**src/rtl/i2c_target_regs.sv**
```systemverilog
// I2C target with a 16 x 8-bit register file, auto-incrementing pointer, fabric read port and write-notify strobe.
// Latency: pad edges seen 3 clk after the pin; sda_oe moves 1 clk after a detected SCL fall; wr_stb on the 8th data SCL rise.
// Backpressure: none (no clock stretching); the I2C master paces every transfer. Option macro: I2C_TARGET_GENCALL_EN.
module i2c_target_regs #(
    parameter logic [6:0] DEV_ADDR = 7'h42,
    parameter int         NREGS    = 16,
    parameter int         PW       = 4
) (
    input  logic          clk,
    input  logic          rst_n,
    input  logic          scl_i,
    input  logic          sda_i,
    output logic          sda_oe,
    input  logic [PW-1:0] h_addr,
    output logic [7:0]    h_rdata,
    output logic          wr_stb,
    output logic [PW-1:0] wr_idx,
    output logic [7:0]    wr_data,
    output logic          busy
);

    typedef enum logic [3:0] {
        IDLE, ADDR, ADDR_ACK, PTR, PTR_ACK, WDATA, WDATA_ACK, RDATA, RACK
    } state_t;

    state_t        state;
    logic          scl_s1, scl_s2, scl_h;
    logic          sda_s1, sda_s2, sda_h;
    logic [3:0]    cnt;
    logic [7:0]    sr;
    logic          rw;
    logic [PW-1:0] ptr;
    logic [7:0]    regs [NREGS];

    logic          scl_rise, scl_fall, start_c, stop_c;
    logic [7:0]    rx_byte;
    logic          gc_hit, addr_hit;

    // Pad synchronizers plus one history stage for edge detection
    always_ff @(posedge clk or negedge rst_n) begin
        if (!rst_n) begin
            scl_s1 <= 1'b1; scl_s2 <= 1'b1; scl_h <= 1'b1;
            sda_s1 <= 1'b1; sda_s2 <= 1'b1; sda_h <= 1'b1;
        end else begin
            scl_s1 <= scl_i; scl_s2 <= scl_s1; scl_h <= scl_s2;
            sda_s1 <= sda_i; sda_s2 <= sda_s1; sda_h <= sda_s2;
        end
    end

    assign scl_rise = scl_s2 & ~scl_h;
    assign scl_fall = ~scl_s2 & scl_h;
    // SDA edges only count as START/STOP while SCL is steadily high
    assign start_c  = scl_s2 & scl_h & sda_h & ~sda_s2;
    assign stop_c   = scl_s2 & scl_h & ~sda_h & sda_s2;
    assign rx_byte  = {sr[6:0], sda_s2};

`ifdef I2C_TARGET_GENCALL_EN
    assign gc_hit   = (rx_byte[7:1] == 7'h00) && !rx_byte[0];
`else
    assign gc_hit   = 1'b0;
`endif
    assign addr_hit = (rx_byte[7:1] == DEV_ADDR) || gc_hit;

    assign h_rdata  = regs[h_addr];

    // Protocol FSM: bus conditions first, then bit capture on SCL rise, then SDA drive on SCL fall
    always_ff @(posedge clk or negedge rst_n) begin
        if (!rst_n) begin
            state   <= IDLE;
            sda_oe  <= 1'b0;
            busy    <= 1'b0;
            wr_stb  <= 1'b0;
            wr_idx  <= '0;
            wr_data <= '0;
            ptr     <= '0;
            cnt     <= '0;
            sr      <= '0;
            rw      <= 1'b0;
            for (int i = 0; i < NREGS; i++) regs[i] <= '0;
        end else begin
            wr_stb <= 1'b0;
            if (stop_c) begin
                state  <= IDLE;
                sda_oe <= 1'b0;
                busy   <= 1'b0;
            end else if (start_c) begin
                // ptr is deliberately kept so a repeated START can read from the pointer just written
                state  <= ADDR;
                cnt    <= '0;
                sda_oe <= 1'b0;
            end else if (scl_rise) begin
                case (state)
                    ADDR, PTR, WDATA: begin
                        sr  <= rx_byte;
                        cnt <= cnt + 4'd1;
                        if (cnt == 4'd7) begin
                            cnt <= '0;
                            if (state == ADDR) begin
                                if (addr_hit) begin
                                    state <= ADDR_ACK;
                                    rw    <= rx_byte[0];
                                    busy  <= 1'b1;
                                end else begin
                                    state <= IDLE;
                                    busy  <= 1'b0;
                                end
                            end else if (state == PTR) begin
                                ptr   <= rx_byte[PW-1:0];
                                state <= PTR_ACK;
                            end else begin
                                regs[ptr] <= rx_byte;
                                wr_stb    <= 1'b1;
                                wr_idx    <= ptr;
                                wr_data   <= rx_byte;
                                ptr       <= ptr + 1'b1;
                                state     <= WDATA_ACK;
                            end
                        end
                    end
                    RDATA: begin
                        cnt <= cnt + 4'd1;
                        if (cnt == 4'd7) ptr <= ptr + 1'b1;
                    end
                    RACK: begin
                        if (!sda_s2) begin
                            // byte is captured now; later writes cannot disturb it
                            sr    <= regs[ptr];
                            cnt   <= '0;
                            state <= RDATA;
                        end else begin
                            state <= IDLE;
                            busy  <= 1'b0;
                        end
                    end
                    default: ;
                endcase
            end else if (scl_fall) begin
                case (state)
                    ADDR_ACK: begin
                        if (!sda_oe) begin
                            sda_oe <= 1'b1;
                        end else if (rw) begin
                            sr     <= {regs[ptr][6:0], 1'b0};
                            sda_oe <= ~regs[ptr][7];
                            cnt    <= '0;
                            state  <= RDATA;
                        end else begin
                            sda_oe <= 1'b0;
                            cnt    <= '0;
                            state  <= PTR;
                        end
                    end
                    PTR_ACK, WDATA_ACK: begin
                        if (!sda_oe) begin
                            sda_oe <= 1'b1;
                        end else begin
                            sda_oe <= 1'b0;
                            cnt    <= '0;
                            state  <= WDATA;
                        end
                    end
                    RDATA: begin
                        if (cnt == 4'd8) begin
                            sda_oe <= 1'b0;
                            state  <= RACK;
                        end else begin
                            sda_oe <= ~sr[7];
                            sr     <= {sr[6:0], 1'b0};
                        end
                    end
                    default: ;
                endcase
            end
        end
    end

endmodule

```
**config.mk**
```make
export PLATFORM = sky130hd
export DESIGN_NAME = i2c_target_regs
export DESIGN_NICKNAME = d
export VERILOG_FILES = /design/src/rtl/i2c_target_regs.sv
export SDC_FILE = /design/constraint.sdc
export NUM_CORES = 1
export LEC_CHECK = 0
export BUFFER_PORTS_ARGS = -buffer_cell sky130_fd_sc_hd__buf_4
export CAP_MARGIN = 20
export CORE_MARGIN = 10
export CORE_UTILIZATION = 25
export DETAILED_ROUTE_END_ITERATION = 10
export PLACE_DENSITY = 0.47
export SYNTH_ARGS = -nofsm -noshare
export SYNTH_HDL_FRONTEND = slang
export SYNTH_SLANG_ARGS = --single-unit
```
**constraint.sdc**
```tcl
create_clock -name clk -period 2.3 [get_ports clk]
set_input_delay 0.115 -clock clk [delete_from_list [all_inputs] [get_ports clk]]
set_output_delay 0.115 -clock clk [all_outputs]
set_load 0.05 [all_outputs]
```
==> results.md, run 1 <==
- By startpoint and endpoint, the worst setup path is classified as register to output pin.
- In this run, the number of DRC markers left after iteration 0 of detailed routing was 512.
- For this run, the leading register cell type out of synthesis is dfrtp_1.
- Clock-pin slew was measured on the worst setup and hold paths at 70 ps.
- Walking the worst path, the cells encountered are mux4_2, mux4_2, buf_4.
- The final-report max-slew violation count is 0.
- The cell at the slowest stage of the critical path is mux4_2.
- For the worst-skew pair, the clock arrives at the later sink with an insertion delay of 440 ps.
- For the pin with the worst max-slew slack, the measured transition is 436 ps.
- Of all flip-flops after synthesis, the portion carrying an async set or reset was 1.00.
- Summing every instance area after synthesis gives 9490 µm².
- The height of the die is 215 µm.
- Static timing analysis puts the maximum clock frequency at 443 MHz.
- The finished layout holds 1288 standard cells, fillers aside.
- The critical path data arrival time is 2140 ps.
- Together, buffers and inverters on the worst path number 1.
- The clock tree synthesis step divided the H-tree into 4 levels.
- The internal reg-to-reg setup slack is 60 ps.
- The most prevalent standard cell on the critical path is mux4_2.
- Setup repair after global routing could not meet its margin everywhere.
- In the layout the commonest cells are dfrtp_1, mux2_2, buf_4, mux4_2, buf_12.
- The library cell used most frequently in the layout, excluding fill and tap cells, is dfrtp_1.
- In this run the power spent charging and discharging nets is 0.00251 W.
- The worst setup path is captured at an output pin.
- Total power for the finished layout comes to 0.00769 W.
- Of the cells placed in the final design, the portion with a size suffix greater than 1 is 0.512.
- After floorplanning, the core was divided into 71 placement rows.
- The relative contribution of the clock network to total power is 0.381.
- The area growth from synthesis to layout is 23.0%.
- The placeable core area is 37600 µm².
- After filler insertion, the fill cell instance count of the layout stands at 3711.
- The via count is 6382.
- The pin count of the biggest net entering global routing is 61.
- The synthesized design contains 170 register bits.
- The count of nets left with antenna violations after detail routing is 0.
- The number of placed instances, taps included is 1253.
- Along the worst path, the maximum fanout reaches 3.
- The worst-case headroom to the max-slew limit is 0.709.
- In the final routed layout, each cell accounts on average for 21.8 µm.
- For the worst setup path, the data required time is 2180 ps.
- The via count of the first global-routing pass is 6612.
- The total count of hold-check failures in the final report is 0.
- The count of buffers added by post-CTS timing repair for setup is 0.
- The initial standard-cell utilization of the core is 0.252.
- The switching portion of total power is 0.326.
- Input and output buffers added on the ports amount to 30.
- Max-cap violations in this run came to 0.
- Grouping stages by cell kind, the critical path spends the most delay in multiplexers.
- Once layout is complete, the utilization of the core stands at 0.310.
- The net count of the finished layout is 781.
- Setup violations remaining at the end of the flow were counted as 0.
- Summed over all layers, the routed wires come to 28.1 mm.
- The total congestion overflow after global routing is 0.
- The number of flops mapped to enable cells by yosys is 0.
- The setup TNS after final layout is 0 ps.
- The startpoint class of the critical path is a register.
- The buffer levels on the longest clock path is 2.
- The largest stage delay on the critical path is 540 ps.
- By area the synthesized netlist is led by dfrtp_1, mux2_2, mux4_2.
- The initial antenna violation count is 2.
- The total area of sequential cells is 4260 µm².
- The worst-case IR drop observed on VDD is 0.402 mV.
- The x dimension of the die is 215 µm.
- The number of nets in the synthesized netlist is 696.
- Dividing the detail-routed via count by the number of cells gives 4.95.
- The path type of the worst min-delay path is input port to async pin.
- The internal portion of the total power is 0.00518 W.
- 0 antenna diodes ended up in the layout.
- The first-pass GRT wire length is 43.6 mm.
- The wire-length estimate of the detail-placed layout is 20.0 mm.
- In this run the count of I/O pins placed on the die edge is 31.
- The area of the multi-input gates is 4920 µm².
- Averaged over all synthesized cells, the footprint is 14.0 µm².
- The smallest clock period supported by the final layout is computed as 2260 ps.
- The run finished with clean final reports.
- The final RePlAce weighted congestion is 0.853.
- After detailed routing, the number of remaining DRC violations is 0.
- Of the total power, combinational logic draws 0.201.
- The clock tree root buffer cell is clkbuf_16.
- Across every metal layer, demand over resource in global routing totals 0.123.
- The area of the die is 46100 µm².
- TritonCTS built the clock tree.
- The synthesis warning total is 0.
- The clock arrives with 18.1 ps of skew.
- Synthesis produced 679 cells.
- The number of buffers created by CTS is 17.
- The share of total power dissipated in sequential elements is 0.418.
- The biggest area contributor in the post-synthesis netlist is dfrtp_1.
- For this design the ratio of total power to cell area is 659 nW/µm².
- The static power due to leakage is 5.29 nW.
- The clock net sink count is 170.
- The netlist uses 67 different library cells.
- The proportion of netlist area held by the largest area contributor is 0.433.
- The share of the cycle needed by the critical path after routing is 0.983.
- The first detailed-routing pass took 5 iterations.
- Of the synthesized area, sequential elements account for 0.449.
synthesized netlist by cell type, types with 10 or more instances:
master and instances:
nand3_1 16, nand3_2 10, o21ai_0 12, nand2_1 20
inv_1 13, mux2_2 161, nor2_1 17, mux4_2 58
buf_2 16, clkbuf_1 31, nor3_1 11, dfrtp_1 164
mux4_1 16
repair_timing:
action	in CTS	in global routing
gates resized for setup	0	6
endpoints found under the setup margin	0	58
hold endpoints to repair	41	0
hold buffers	3	0
per-stage QoR:
step | hold slack, ps | instance area [µm²] | worst slack (ps)
after floorplan | -181 | 9490 | 104
after global placement | 69.9 | 11000 | 34.1
after detailed placement | 68.8 | 11000 | 45.3
after CTS | 168 | 11700 | 27.4
after global routing | 203 | 11700 | -44.7
final | 173 | 11700 | 40.2
state kept, by name (all words and copies together) (netlist names), 4 cells and up:
name     cells
ptr          4
wr_idx       4
state        4
wr_data      8
sr           8
cnt          4
regs       128
cell families after synthesis:
kind of cell | share of synthesized area
buffers and inverters | 0.0330
and+or+nand+nor | 0.0711
muxes | 0.380
xor gates and xnor gates | 0.00369
adders and majority gates | 0.0129
DFF | 0.449
AOI/OAI and AO/OA | 0.0501
per-layer routing:
metal,wire length (µm),share of wire,track usage,vias to the layer above
met2,13100,0.46,0.193,173
li1,-,-,-,2792
met4,575,0.020,0.0399,0
met1,13300,0.47,0.168,3390
met3,1230,0.044,0.0219,27
met5,0,0,0,-
worst paths after layout:
check,start,end,cells past startpoint
setup / recovery,regs[15],h_rdata[7],3
hold / removal,rst_n,regs[29],2
setup reg to reg,ptr[1],sr[4],6
hold reg to reg,sda_s1,sda_s2,0
max in group asynchronous,rst_n,scl_s2,3
min in group clk,sda_i,sda_s1,2
final cells by class:
cell class / count / share of cell area
Clock buffer: 18 / 0.0376
Clock inverter: 14 / 0.0125
Inverter: 13 / 0.00418
Multi-Input combinational cell: 438 / 0.421
Sequential cell: 170 / 0.366
Tap cell: 511 / 0.0548
Timing Repair Buffer: 124 / 0.104
power by group through the flow:
stage	clock network [W]	registers, W	logic [W]
5_1_grt	0.00312	0.00323	0.00170
2_1_floorplan	0	0.00323	0.000892
4_1_cts	0.00301	0.00321	0.00157
6_report	0.00293	0.00321	0.00155
3_3_place_gp	0	0.00327	0.00156
3_5_place_dp	0	0.00327	0.00155
Note: power is estimated with default switching activity, not from simulation.
==> inputs of run 2 (changes only) <==
SETUP_SLACK_MARGIN = 0.2   (was not set)
==> run 2 against run 1 <==
The run now ends with setup timing left. Flip-flop and latch count did not move. Clock-buffer cell count did not move. Critical path depth is 4 higher. Utilization up 2.6 points. Hold slack improved by 77 ps. Cell count rose by 3.4%. Combinational power up 17%. Global-route usage increased by 0.092 points. Sequential power about the same. Fmax shrank 3.6%. Highest routed layer unchanged.
==> results.md, run 2 (same netlist as run 1, synthesis figures left out) <==
- After detailed routing, the number of vias per cell comes to 4.97.
- The final standard cell utilization of the core is 0.336.
- The count of nets left with antenna violations after detail routing is 0.
- Setup repair after global routing could not meet its margin everywhere.
- Leaving out fill and tap cells, the most frequent cells in the layout are dfrtp_1, mux2_2, buf_4, mux4_2, buf_6.
- Together, buffers and inverters on the worst path number 2.
- The area of the die is 46100 µm².
- The initial standard-cell utilization of the core is 0.252.
- Once routing completed, OpenROAD measured the worst setup slack at -43.0 ps.
- The checks that failed: setup timing.
- The number of I/O pins is 31.
- The static power due to leakage is 5.59 nW.
- After legalization and detailed placement, the total HPWL measured 20.2 mm.
- Setup violations remaining at the end of the flow were counted as 1.
- The tool flagged a number of max-cap violations equal to 0.
- After detailed routing, the average wire length per cell comes to 22.2 µm.
- The starting DRC count in detailed routing is 463.
- The finished layout holds 1332 standard cells, fillers aside.
- The cell sitting at the root of the clock tree is a clkbuf_16.
- The TritonCTS clock tree is yes.
- The critical path goes through buf_12, buf_12, mux4_2, mux2_4, mux2_4, a222oi_1, mux2i_1.
- After clock tree synthesis, the clock-pin slew on the worst setup and hold paths is 80 ps.
- Detailed routing inserted a total of 6617 vias.
- The ratio of cells with drive above 1 in the final layout is 0.607.
- The clock latency of the later-clocked register in the worst-skew pair is 440 ps.
- The clock net sink count is 170.
- The register with the most flip-flops in the layout has 128 of them.
- For this block, the routed nets add up to 29.6 mm of wire.
- The largest single stage delay on the critical path is 500 ps.
- The critical path required time is 2590 ps.
- The critical path data arrival time is 2630 ps.
- The number of detailed-route iterations in the first pass is 5.
- The number of H-tree levels is 4.
- The detailed-route DRC error count is 0.
- The largest registers in the layout are regs (128), sr (8), wr_data (8).
- The category of the most critical setup path is register to register.
- The first global-routing pass estimated 43.7 mm of wire.
- The number of clock buffers added by TritonCTS is 17.
- At the pin with the least slew margin, the transition time is 754 ps.
- The endpoint class of the critical path is a register.
- The final layout contains 825 nets.
- The min-delay analysis places its worst path in the category input port to async pin.
- Dividing the final minimum period by the clock period gives 1.02.
- The overall track demand over capacity in global routing is 0.124.
- Counting the fill cells in the layout gives 3694.
- On the critical path the largest part of the delay comes from multiplexers.
- The die is 215 µm tall.
- The flow ran to the end, but the final reports show violations.
- The largest individual stage delay along the critical path comes from the cell mux4_2.
- The number of diodes is 0.
- The count of buffers added on input and output ports is 30.
- On the final layout, the worst clock skew is 13.6 ps.
- From synthesis to final layout, the design area changed by 33.1%.
- The via count of the first global-routing pass came to 6662.
- The final-report max-slew violation count is 0.
- The minimum period implied by the final worst setup slack is 2340 ps.
- The buffer levels on the longest clock path is 2.
- The commonest non-fill, non-tap cell in the layout is dfrtp_1.
- The initial antenna violation count is 1.
- The placeable core area is 37600 µm².
- In this run the horizontal extent of the chip is 215 µm.
- The number of placed instances, taps included is 1254.
- The startpoint class of the critical path is a register.
- The final RePlAce weighted congestion is 0.834.
- Derived from the worst setup path, the maximum achievable clock frequency is 427 MHz.
- Entering global routing, the biggest net connects 62 pins.
- Of all nets on the critical path, the largest fanout is 7.
- Row generation in the floorplan step produced 71 rows.
- The total power divided by cell area is 627 nW/µm².
- The total congestion overflow after global routing is 0.
- The worst pin sits at a relative slew slack of 0.496.
- Across the VDD grid, the largest voltage drop is 0.521 mV.
- The total count of hold-check failures in the final report was 0.
- Ranked by flip-flop count, first place goes to regs.
-- run 2: changes by cell type in the layout (fill, tap and decap cells not counted), sizes merged --
cell,change
bufinv,+1
clkbuf,+2
inv,-5
clkinvlp,+6
buf,+42
clkinv,-2
-- run 2: timing repair --
action	CTS	global route
hold buffers	3	0
gates cloned	2	3
pin swaps	4	19
buffers inserted	15	23
hold endpoints to repair	51	0
setup endpoints to repair	163	151
gates resized for setup	41	114
-- run 2: where the power goes --
| part | total, W | switching [W] | leakage [nW] | internal, W |
|---|---|---|---|---|
| sequential | 0.00321 | 0.000114 | 2.34 | 0.00309 |
| combinational | 0.00182 | 0.00108 | 2.99 | 0.000746 |
| clock | 0.00288 | 0.00134 | 0.264 | 0.00154 |
-- run 2: worst paths after layout --
kind                         from  slack, ps  cells past startpoint          to
setup / recovery           ptr[1]        -40                      7       sr[4]
hold / removal              rst_n        250                      2      cnt[3]
setup reg to reg           ptr[1]        -40                      7       sr[4]
hold reg to reg            sda_s1        360                      0      sda_s2
max in group asynchronous   rst_n       1320                      3  wr_data[2]
min in group clk            sda_i        320                      2      sda_s1
-- run 2: area by class of cell --
type	count	area, µm²	share of cell area
Tap cell	511	639	0.0506
Sequential cell	170	4270	0.338
Timing Repair Buffer	168	1790	0.142
Clock inverter	14	139	0.0110
Clock buffer	18	439	0.0348
Inverter	13	48.8	0.00386
Multi-Input combinational cell	438	5310	0.420
-- run 2: through the flow --
| stage | instance area (µm²) | setup TNS, ps | setup slack [ps] | total power [W] | hold WS (ps) |
|---|---|---|---|---|---|
| final | 12600 | -43.0 | -43.0 | 0.00791 | 251 |
| after global routing | 12600 | -120 | -92.2 | 0.00827 | 301 |
| after CTS | 11900 | 0 | 41.5 | 0.00771 | 257 |
| after detailed placement | 11000 | -70.0 | -70.0 | 0.00478 | 169 |
| after global placement | 11000 | -54.4 | -54.4 | 0.00479 | 168 |
| after floorplan | 9490 | 0 | 155 | 0.00412 | -181 |
-- run 2: worst reg2reg max path: stages (launching register included) --
cell and delay (ps):
dfrtp_2 400, buf_12 140, buf_12 130, mux4_2 500
mux2_4 320, mux2_4 270, a222oi_1 300, mux2i_1 150
-- run 2: per-layer routing --
layer / share of wire / track usage / wire, µm
met1: 0.46 / 0.170 / 13500
met5: 0 / 0 / 0
met3: 0.035 / 0.0199 / 1030
met2: 0.50 / 0.201 / 14700
met4: 0.0097 / 0.0291 / 286
==> inputs of run 3 (changes only) <==
==> constraint.sdc (replaced) <==
create_clock -name clk -period 2.3 [get_ports clk]
set_input_delay 0.23 -clock clk [delete_from_list [all_inputs] [get_ports clk]]
set_output_delay 0.23 -clock clk [all_outputs]
set_load 0.05 [all_outputs]
==> run 3 against run 2 <==
The run still ends with setup timing left. Fmax up 1.1%. Combinational power up 2%. Sequential power about the same. Clock-buffer cell count up 3. Cell area up 4.2%. Global-route usage up 0.86 points. First-iteration DRC count down 6.0%. Critical path depth down 4. Wire length up 3.1%. Power up 1.5%.
==> results.md, run 3 (same netlist as run 1, synthesis figures left out) <==
- The run finished, with violations left.
- The checks that failed: setup timing.
- For this run, the total global-route usage over all layers was measured as 0.133.
- In this design, the stage delay of the slowest critical-path cell is 530 ps.
- The critical path required time is 2070 ps.
- Buffers inserted during clock tree synthesis total 17.
- For this configuration, the core starts out at a cell density of 0.252.
- The number of placement rows is 71.
- The final RePlAce weighted congestion is 0.808.
- The maximum fanout count along the critical path is 3.
- For this block, the via count after detailed routing is 6799.
- In the finished design, the share of the clock period the worst path needs comes to 1.01.
- The final worst clock skew is 14.3 ps.
- Traced cell by cell, the critical path runs through mux4_2, mux4_2, buf_6.
- The final hold slack is 357 ps.
- The total count of hold-check failures in the final report is 0.
- In the final routed layout, each cell accounts on average for 22.3 µm.
- The critical path is of the register to output pin type.
- The setup TNS after final layout is -18.0 ps.
- After clock tree synthesis, the clock-pin slew on the worst setup and hold paths is 60 ps.
- The final-report setup violation count is 1.
- For this run the aggregate overflow at the end of global routing stands at 0.
- The final-report max-slew violation count is 0.
- 0 antenna diodes ended up in the layout.
- The minimum period implied by the final worst setup slack is 2320 ps.
- The clock latency of the later-clocked register in the worst-skew pair is 440 ps.
- TritonCTS built the clock tree.
- The total length of routed wires is 30.5 mm.
- Once detailed placement completed, the half-perimeter wirelength came to 20.7 mm.
- Total power for the finished layout comes to 0.00803 W.
- The slew at the pin with the worst max-slew slack is 672 ps.
- The top register by number of flip-flops is regs.
- The number of standard cells in the final layout excluding fillers is 1365.
- Among the stages of the critical path, the cell type that occurs most often is mux4_2.
- The first-pass GRT wire length is 46.9 mm.
- The detail route stage leaves a number of antenna-violating nets equal to 0.
- The register with the most flip-flops in the layout has 128 of them.
- After floorplanning, the core was sized to cover 37600 µm².
- The largest registers in the layout are regs (128), sr (8), wr_data (8).
- The wire length on met3 is 1.19 mm.
- Setup repair after global routing could not meet its margin everywhere.
- The routed via count divided by cell count is 4.98.
- The slowest stage of the critical path is the mux4_2 cell.
- Pin placement for this block handled 31 I/O pins.
- The top routing layer in use is met4.
- The minimum setup slack in the final design is -18.0 ps.
- STA classifies the critical path startpoint as a register.
- The total buffers and inverters traversed by the critical path is 1.
- The initial antenna violation count is 0.
- The timing-limited maximum frequency is 431 MHz.
- Among cell families on the critical path, the largest total delay comes from multiplexers.
- In this run the tightest slew margin relative to its limit is 0.552.
- The met2 routed wirelength is 14.5 mm.
- After detailed routing, the wire length on met1 is 14.3 mm.
- The area growth from synthesis to layout is 38.7%.
- In this run the clock root is driven by a clkbuf_16.
- The clock passes through at most 2 buffers.
- The commonest non-fill, non-tap cell in the layout is dfrtp_1.
- The ratio of cells with drive above 1 in the final layout is 0.630.
- The maximum VDD drop is 0.528 mV.
- The die covers 46100 µm².
- The number of H-tree levels is 4.
- The first detailed-routing pass took 5 iterations.
- The clock net sink count is 170.
- The floorplan step set the die width to 215 µm.
- The endpoint class of the critical path is an output pin.
- The via count of the first global-routing pass is 7074.
- The height of the die is 215 µm.
- Entering global routing, the biggest net connects 62 pins.
- The count of port buffers added during placement is 30.
- Data on the critical path arrives at its endpoint at 2090 ps.
- The net count of the finished layout is 859.
- The number of placed instances, taps included is 1268.
- The number of maximum-capacitance constraint violations is 0.
- The total power divided by cell area is 611 nW/µm².
- The top cell types in the final layout, fill and taps aside, are dfrtp_1, buf_4, mux2_4, mux2_2, mux4_2.
- The first routing iteration left 435 violations.
- The detailed-route DRC error count is 0.
- For this design the static power due to leakage is 5.96 nW.
- The final standard cell utilization of the core is 0.350.
- The worst hold path belongs to the class register to register.
## run 3: final timing paths
check                         from  depth (start not counted)  slack, ps         end
max                        regs[8]                          3        -20  h_rdata[0]
min                         sda_s1                          0        360      sda_s2
max reg2reg                 ptr[1]                          7         60       sr[5]
min reg2reg                 sda_s1                          0        360      sda_s2
max in group asynchronous    rst_n                          3       1260     regs[5]
min in group asynchronous    rst_n                          2        370        busy
## run 3: power by group
part           switching [W]  total (W)  internal (W)
clock network        0.00127    0.00295       0.00168
logic                0.00107    0.00186      0.000798
registers           0.000123    0.00322       0.00310
## run 3: metrics by stage
step	setup WS, ps	cell area (µm²)
floorplan	155	9500
global placement	-76.5	11100
detailed placement	-83.5	11100
CTS	-40.8	12900
global route	-83.5	13200
finish	-18.0	13200
## run 3: layer usage
| layer | global-route usage | vias to the layer above |
|---|---|---|
| li1 | - | 2958 |
| met3 | 0.0277 | 29 |
| met4 | 0.0362 | 0 |
| met1 | 0.181 | 3632 |
| met2 | 0.208 | 180 |
| met5 | 0 | - |
## run 3: area by class of cell
type	count	area [µm²]
Sequential cell	170	4270
Tap cell	511	639
Clock buffer	21	470
Clock inverter	10	118
Inverter	13	48.8
Fill cell	3614	24400
Multi-Input combinational cell	438	5560
Timing Repair Buffer	202	2050
## run 3: what timing repair did
item | CTS | global route
resized for setup | 217 | 33
gates cloned | 4 | 0
endpoints found under the hold margin | 50 | 0
setup endpoints to repair | 166 | 165
buffers inserted | 40 | 19
hold buffers | 3 | 0
pin swaps | 16 | 10
